## config.mk

```make
export PLATFORM = sky130hd
export DESIGN_NAME = uart_alu_ctrl
export DESIGN_NICKNAME = d
export VERILOG_FILES = /design/src/rtl/uart_alu_ctrl.sv
export SDC_FILE = /design/constraint.sdc
export NUM_CORES = 1
export LEC_CHECK = 0
export ABC_AREA = 0
export CAP_MARGIN = 20
export CORE_MARGIN = 3
export CORE_UTILIZATION = 46
export DETAILED_ROUTE_END_ITERATION = 8
export PLACE_DENSITY = 0.84
export SLEW_MARGIN = 20
export SYNTH_ARGS = -nofsm -noshare
export SYNTH_HDL_FRONTEND = slang
export SYNTH_SLANG_ARGS = --single-unit
```

## constraint.sdc

```tcl
create_clock -name clk -period 2.65 [get_ports clk]
set_clock_uncertainty 0.1 [all_clocks]
set_input_delay 0.53 -clock clk [delete_from_list [all_inputs] [get_ports clk]]
set_output_delay 0.53 -clock clk [all_outputs]
set_load 0.01 [all_outputs]
```

## src/rtl/uart_alu_ctrl.sv

```systemverilog
// ---------------------------------------------------------------------------
// uart_alu_ctrl
// Sequences a UART-driven ALU command: three received bytes (operand A,
// operand B, opcode) are captured, the combinational ALU result is
// registered, a transmit request is pulsed and the block waits for the
// transmitter to finish before accepting the next command.
//
// Optional feature: define UART_ALU_CTRL_TIMEOUT_EN to abort a partially
// received command after TIMEOUT_TICKS baud ticks without a byte in
// WAIT_B / WAIT_OP. Without it o_timeout is tied low and the wait states
// wait indefinitely; the port list is unchanged.
//
// Ports
//   clk           rising-edge clock
//   rst           asynchronous active-high reset
//   i_tick        baud tick (one clk wide)
//   i_rx_done     received-byte strobe, i_rx_data valid with it
//   i_rx_data     received byte
//   i_alu_result  combinational ALU output for o_data_a/o_data_b/o_opcode
//   i_tx_done     transmitter frame-complete strobe
//   o_data_a      registered operand A
//   o_data_b      registered operand B
//   o_opcode      registered opcode (low OPBITS of the third byte)
//   o_tx_data     registered ALU result for the transmitter
//   o_tx_start    one-cycle transmit request
//   o_busy        high while computing, sending or waiting for the transmitter
//   o_timeout     one-cycle pulse when a timeout aborts a command
// ---------------------------------------------------------------------------
module uart_alu_ctrl #(
  parameter int NBITS         = 8,
  parameter int OPBITS        = 6,
  parameter int TIMEOUT_TICKS = 704
) (
  input  logic              clk,
  input  logic              rst,
  input  logic              i_tick,
  input  logic              i_rx_done,
  input  logic [NBITS-1:0]  i_rx_data,
  input  logic [NBITS-1:0]  i_alu_result,
  input  logic              i_tx_done,
  output logic [NBITS-1:0]  o_data_a,
  output logic [NBITS-1:0]  o_data_b,
  output logic [OPBITS-1:0] o_opcode,
  output logic [NBITS-1:0]  o_tx_data,
  output logic              o_tx_start,
  output logic              o_busy,
  output logic              o_timeout
);

  typedef enum logic [2:0] {
    IDLE    = 3'd0,
    WAIT_B  = 3'd1,
    WAIT_OP = 3'd2,
    CALC    = 3'd3,
    SEND    = 3'd4,
    WAIT_TX = 3'd5
  } state_t;

  state_t state_r;
  state_t next_state_s;
  logic   timeout_hit_s;
  logic   next_busy_s;

`ifdef UART_ALU_CTRL_TIMEOUT_EN
  localparam int CNT_W = $clog2(TIMEOUT_TICKS + 1);

  logic [CNT_W-1:0] tick_cnt_r;
  logic             in_wait_s;

  assign in_wait_s = (state_r == WAIT_B) || (state_r == WAIT_OP);

  // The terminal tick is the one that would bring the count to
  // TIMEOUT_TICKS; a byte arriving on that same cycle takes priority.
  assign timeout_hit_s = in_wait_s && i_tick && !i_rx_done &&
                         (tick_cnt_r == CNT_W'(TIMEOUT_TICKS - 1));

  // Inter-byte tick counter, restarted on every state change or accepted byte
  always_ff @(posedge clk or posedge rst) begin
    if (rst) begin
      tick_cnt_r <= '0;
    end else if ((next_state_s != state_r) || i_rx_done) begin
      tick_cnt_r <= '0;
    end else if (in_wait_s && i_tick) begin
      tick_cnt_r <= tick_cnt_r + CNT_W'(1);
    end
  end
`else
  logic unused_s;

  assign timeout_hit_s = 1'b0;
  assign unused_s      = i_tick & (TIMEOUT_TICKS > 0);
`endif

  // Next-state decode
  always_comb begin
    next_state_s = state_r;
    case (state_r)
      IDLE: begin
        if (i_rx_done) next_state_s = WAIT_B;
        else           next_state_s = IDLE;
      end
      WAIT_B: begin
        if (i_rx_done)          next_state_s = WAIT_OP;
        else if (timeout_hit_s) next_state_s = IDLE;
        else                    next_state_s = WAIT_B;
      end
      WAIT_OP: begin
        if (i_rx_done)          next_state_s = CALC;
        else if (timeout_hit_s) next_state_s = IDLE;
        else                    next_state_s = WAIT_OP;
      end
      CALC:    next_state_s = SEND;
      SEND:    next_state_s = WAIT_TX;
      WAIT_TX: begin
        // Bytes arriving here are dropped, even alongside i_tx_done.
        if (i_tx_done) next_state_s = IDLE;
        else           next_state_s = WAIT_TX;
      end
      default: next_state_s = IDLE;
    endcase
  end

  assign next_busy_s = (next_state_s == CALC) || (next_state_s == SEND) ||
                       (next_state_s == WAIT_TX);

  // State register
  always_ff @(posedge clk or posedge rst) begin
    if (rst) begin
      state_r <= IDLE;
    end else begin
      state_r <= next_state_s;
    end
  end

  // Operand, opcode and result capture; values persist across commands
  always_ff @(posedge clk or posedge rst) begin
    if (rst) begin
      o_data_a  <= '0;
      o_data_b  <= '0;
      o_opcode  <= '0;
      o_tx_data <= '0;
    end else begin
      if ((state_r == IDLE) && i_rx_done)    o_data_a  <= i_rx_data;
      if ((state_r == WAIT_B) && i_rx_done)  o_data_b  <= i_rx_data;
      if ((state_r == WAIT_OP) && i_rx_done) o_opcode  <= i_rx_data[OPBITS-1:0];
      if (state_r == CALC)                   o_tx_data <= i_alu_result;
    end
  end

  // Registered status strobes; SEND and a timeout last one cycle, so
  // neither strobe can stay high on consecutive cycles
  always_ff @(posedge clk or posedge rst) begin
    if (rst) begin
      o_tx_start <= 1'b0;
      o_timeout  <= 1'b0;
      o_busy     <= 1'b0;
    end else begin
      o_tx_start <= (state_r == SEND);
      o_timeout  <= timeout_hit_s;
      o_busy     <= next_busy_s;
    end
  end

endmodule

```

# Word level (Yosys, flattened, before mapping)
# Index checks and enable logic that the tools add are counted.
word_totals:
  regBits: 35
classes:
  eq_ne: 8
  n_mux: 5
  n_reduce_logical: 6
op_table:
  columns: ["operator", "n"]
  rows:
  - ["$pmux 3 s6", 1]
  - ["$eq 3x3->1 const B", 4]
  - ["$eq 3x2->1 const B", 3]
  - ["$eq 3x1->1 const B", 1]
  - ["$logic_and 1x1->1", 3]
  - ["$logic_not 3->1", 1]
  - ["$mux 3", 1]
  - ["$logic_or 1x1->1", 2]
  - ["$mux 1", 2]
  - ["$mux 2", 1]

# Logic depth before layout (Yosys ltp)
logic_depth:
  depth_word: 5
  mapped_depth: 4
  mapped_depth_nobuf: 3

# Least setup slack after synthesis
# Ideal clock, no wire load.
synth_timing:
  kind: "input port to flip-flop"
  start: "in i_rx_done"
  end: "reg o_data_a[0]"
  arrival_ns: 1.237
  path_slack_ns: 1.188
  path_stages: 3
  n_path_buf: 0
  path_cell_list: "nand2b_4 nor3_4 mux2_2"
synth_between:
  elab_chain_cells: 1
synth_lines:
  columns: ["element", "line_no", "rtl"]
  rows:
  - ["start: declaration", "37", "input logic i_rx_done,"]
  - ["$logic_and 1x1->1", "143", "if ((state_r == IDLE) && i_rx_done) o_data_a <= i_rx_data;"]
  - ["end signal: assignment", "143", null]
  - ["end: declaration", "41", "output logic [NBITS-1:0] o_data_a,"]
# Every way passes these cells.
# A chain may end at the register's enable or synchronous reset.

# Worst setup path after layout
layout_timing:
  start: "reg o_data_a[0]"
  end: "out o_data_a[0]"
# No word-level cell between the ends.

==> results.sh <==
export IMPL_grt_pass1_wl_mm=4.54
export IMPL_overflow=0
export IMPL_drive_gt1_frac=0.289
export IMPL_ant_nets=0
export IMPL_drt_iter0_drc=23
export IMPL_synth_top_family_by_area="multiplexers"
export IMPL_pin_count=54
export IMPL_final_common_cell="clkdlybuf4s50_1"
export IMPL_postCtsHoldBufs=0
export IMPL_max_freq_mhz=533
export IMPL_drt_pass1_iterations=4
export IMPL_synth_mux_area_frac=0.246
export IMPL_critPathBufInv=1
export IMPL_rows=19
export IMPL_portBuffers=51
export IMPL_rsz0062_at_grt="no"
export IMPL_syn_inst=87
export IMPL_power_leakage_nw=0.812
export IMPL_synth_xor_area_frac=0
export IMPL_status="complete, no violations"
export IMPL_synthAdderAreaFrac=0
export IMPL_worst_setup_path_end_kind="output port"
export IMPL_max_vdd_ir_drop_mv=0.572
export IMPL_met2_usage=0.307
export IMPL_clock_latency_ps=330
export IMPL_core_area_mm2=0.00281
export IMPL_crit_arrival_ps=1250
export IMPL_grt_busiest_layer="met2"
export IMPL_antenna_found_initial=0
export IMPL_synth_edf_count=0
export IMPL_syn_avg_cell_area_um2=15.8
export IMPL_netlist_cell_type_count=18
export IMPL_clk_pin_slew_worst_paths_ps=100
export IMPL_synth_compound_area_frac=0.0201
export IMPL_fillerInstances=207
export IMPL_post_cts_resized=0
export IMPL_postCtsSetupBuffers=0
export IMPL_dp_cells=167
export IMPL_final_cell_mix="51 x clkdlybuf4s50_1, 35 x dfrtp_1, 30 x mux2_2"
export IMPL_clockRootBuffer="clkbuf_4"
export IMPL_setup_tns_ps=0
export IMPL_wl_per_cell_um=16.1
export IMPL_cts_tree="built"
export IMPL_die_h_um=60.6
export IMPL_grt_pass1_vias=962
export IMPL_wl_mm=2.79
export IMPL_start_kind="flip-flop"
export IMPL_power_density_mw_per_mm2=1220
export IMPL_fin_nets=164
export IMPL_path_delay_family="buffers and inverters"
export IMPL_dp_hpwl_mm=2.09
export IMPL_maxCapViolCount=0
export IMPL_cp_cell_sequence="clkdlybuf4s50_1"
export IMPL_setup_viol=0
export IMPL_track_usage=0.175
export IMPL_grt_start_max_net_pins=36
export IMPL_vias=876
export IMPL_ys_warn_count=0
export IMPL_ys_ff_latch=35
export IMPL_avgViaCountPerCell=5.06
export IMPL_gp_congestion=0.683
export IMPL_async_flop_share=1.00
export IMPL_drc=0
export IMPL_htreeDepth=2
export IMPL_max_stage_delay_ps=550
export IMPL_placed_area_mm2=0.00191
export IMPL_multi_input_area_um2=474
export IMPL_syn_nets=108
export IMPL_fin_crit_sh=0.708
export IMPL_min_path_type="flip-flop to flip-flop"
export IMPL_regArea_um2=876
export IMPL_instances_no_fill=173
export IMPL_cp_slowest_cell="clkdlybuf4s50_1"
export IMPL_die_w_um=60.6
export IMPL_power_mw=2.38
export IMPL_gr_usage_met3=0.0426
export IMPL_cp_data_required_time_ps=2020
export IMPL_grt_use_met1=0.199
export IMPL_seq_area_frac_synth=0.639
export IMPL_fin_util=0.696
export IMPL_synth_ff_type="dfrtp_1"
export IMPL_cts_buffers=5
export IMPL_syn_area_mm2=0.00137
export IMPL_antenna_cells=0
export IMPL_worstPathMaxFanout=2
export IMPL_die_area_mm2=0.00367
export IMPL_critPathKind="flip-flop to output port"
export IMPL_layout_min_cycle_time_ps=1880
export IMPL_synth_simple_gate_area_frac=0.0766
export IMPL_fin_area_mm2=0.00195
export IMPL_area_delta_synth_final_pct=42.3
export IMPL_start_util=0.489
export IMPL_hold_viol=0
export IMPL_slew_violations=0
export IMPL_clock_path_buffers=2
export IMPL_numClockSinks=35
logic make-up (layout without fill, tap and decap cells):
logic type	after synthesis	after routing
other	1	1
AO/OA/AOI/OAI	5	5
multiplexers	30	30
buffers and inverters	4	59
AND/OR/NAND/NOR	12	12
flip-flops	35	35
cell usage after synthesis (2+ instances only):
library cell	n	share of area
o21ai_0	2	0.0073
buf_2	2	0.0073
dfrtp_1	35	0.64
nand2b_1	2	0.0091
mux2_2	30	0.25
nor2_4	2	0.016
nand2_1	2	0.0055
a21oi_1	2	0.0073
through the flow:
stage | worst slack [ps] | hold slack [ps]
finish | 773 | 412
global route | 715 | 439
CTS | 752 | 416
detailed placement | 415 | 395
global placement | 464 | 388
floorplan | 1190 | 372
report_power, final:
group	leakage [nW]	total, mW	internal (mW)	switching (mW)
sequential	0.419	0.981	0.805	0.176
clock	0.0242	0.249	0.0943	0.155
combinational	0.370	1.14	0.728	0.416
final timing paths:
| kind | end | from | slack, ps | cells past startpoint |
|---|---|---|---|---|
| setup / recovery | o_data_a[0] | o_data_a[0] | 770 | 1 |
| hold / removal | o_data_b[6] | o_data_b[6] | 410 | 1 |
| setup reg to reg | o_data_a[2] | state_r[2] | 1000 | 3 |
| hold reg to reg | o_data_b[6] | o_data_b[6] | 410 | 1 |
| max in group asynchronous | o_data_b[2] | rst | 1650 | 3 |
| min in group asynchronous | o_tx_data[1] | rst | 480 | 3 |
final cells by class:
class | count | share of cell area
flip-flops and latches | 35 | 0.449
well taps | 31 | 0.0199
multi-input cells | 48 | 0.243
clock buffers | 6 | 0.0212
inverters | 1 | 0.00192
repair buffers | 52 | 0.265
flip-flops by register name (all words and copies together) (netlist names):
signal	flops
o_tx_start	1
state_r	3
o_busy	1
o_data_a	8
o_opcode	6
o_data_b	8
o_tx_data	8
routing by layer:
| layer | vias to the layer above | part of all wire |
|---|---|---|
| met5 | - | 0 |
| met4 | 0 | 0.014 |
| met3 | 4 | 0.032 |
| met2 | 25 | 0.58 |
| met1 | 437 | 0.38 |
| li1 | 410 | - |
No activity file was read; power rests on OpenSTA's default activity.
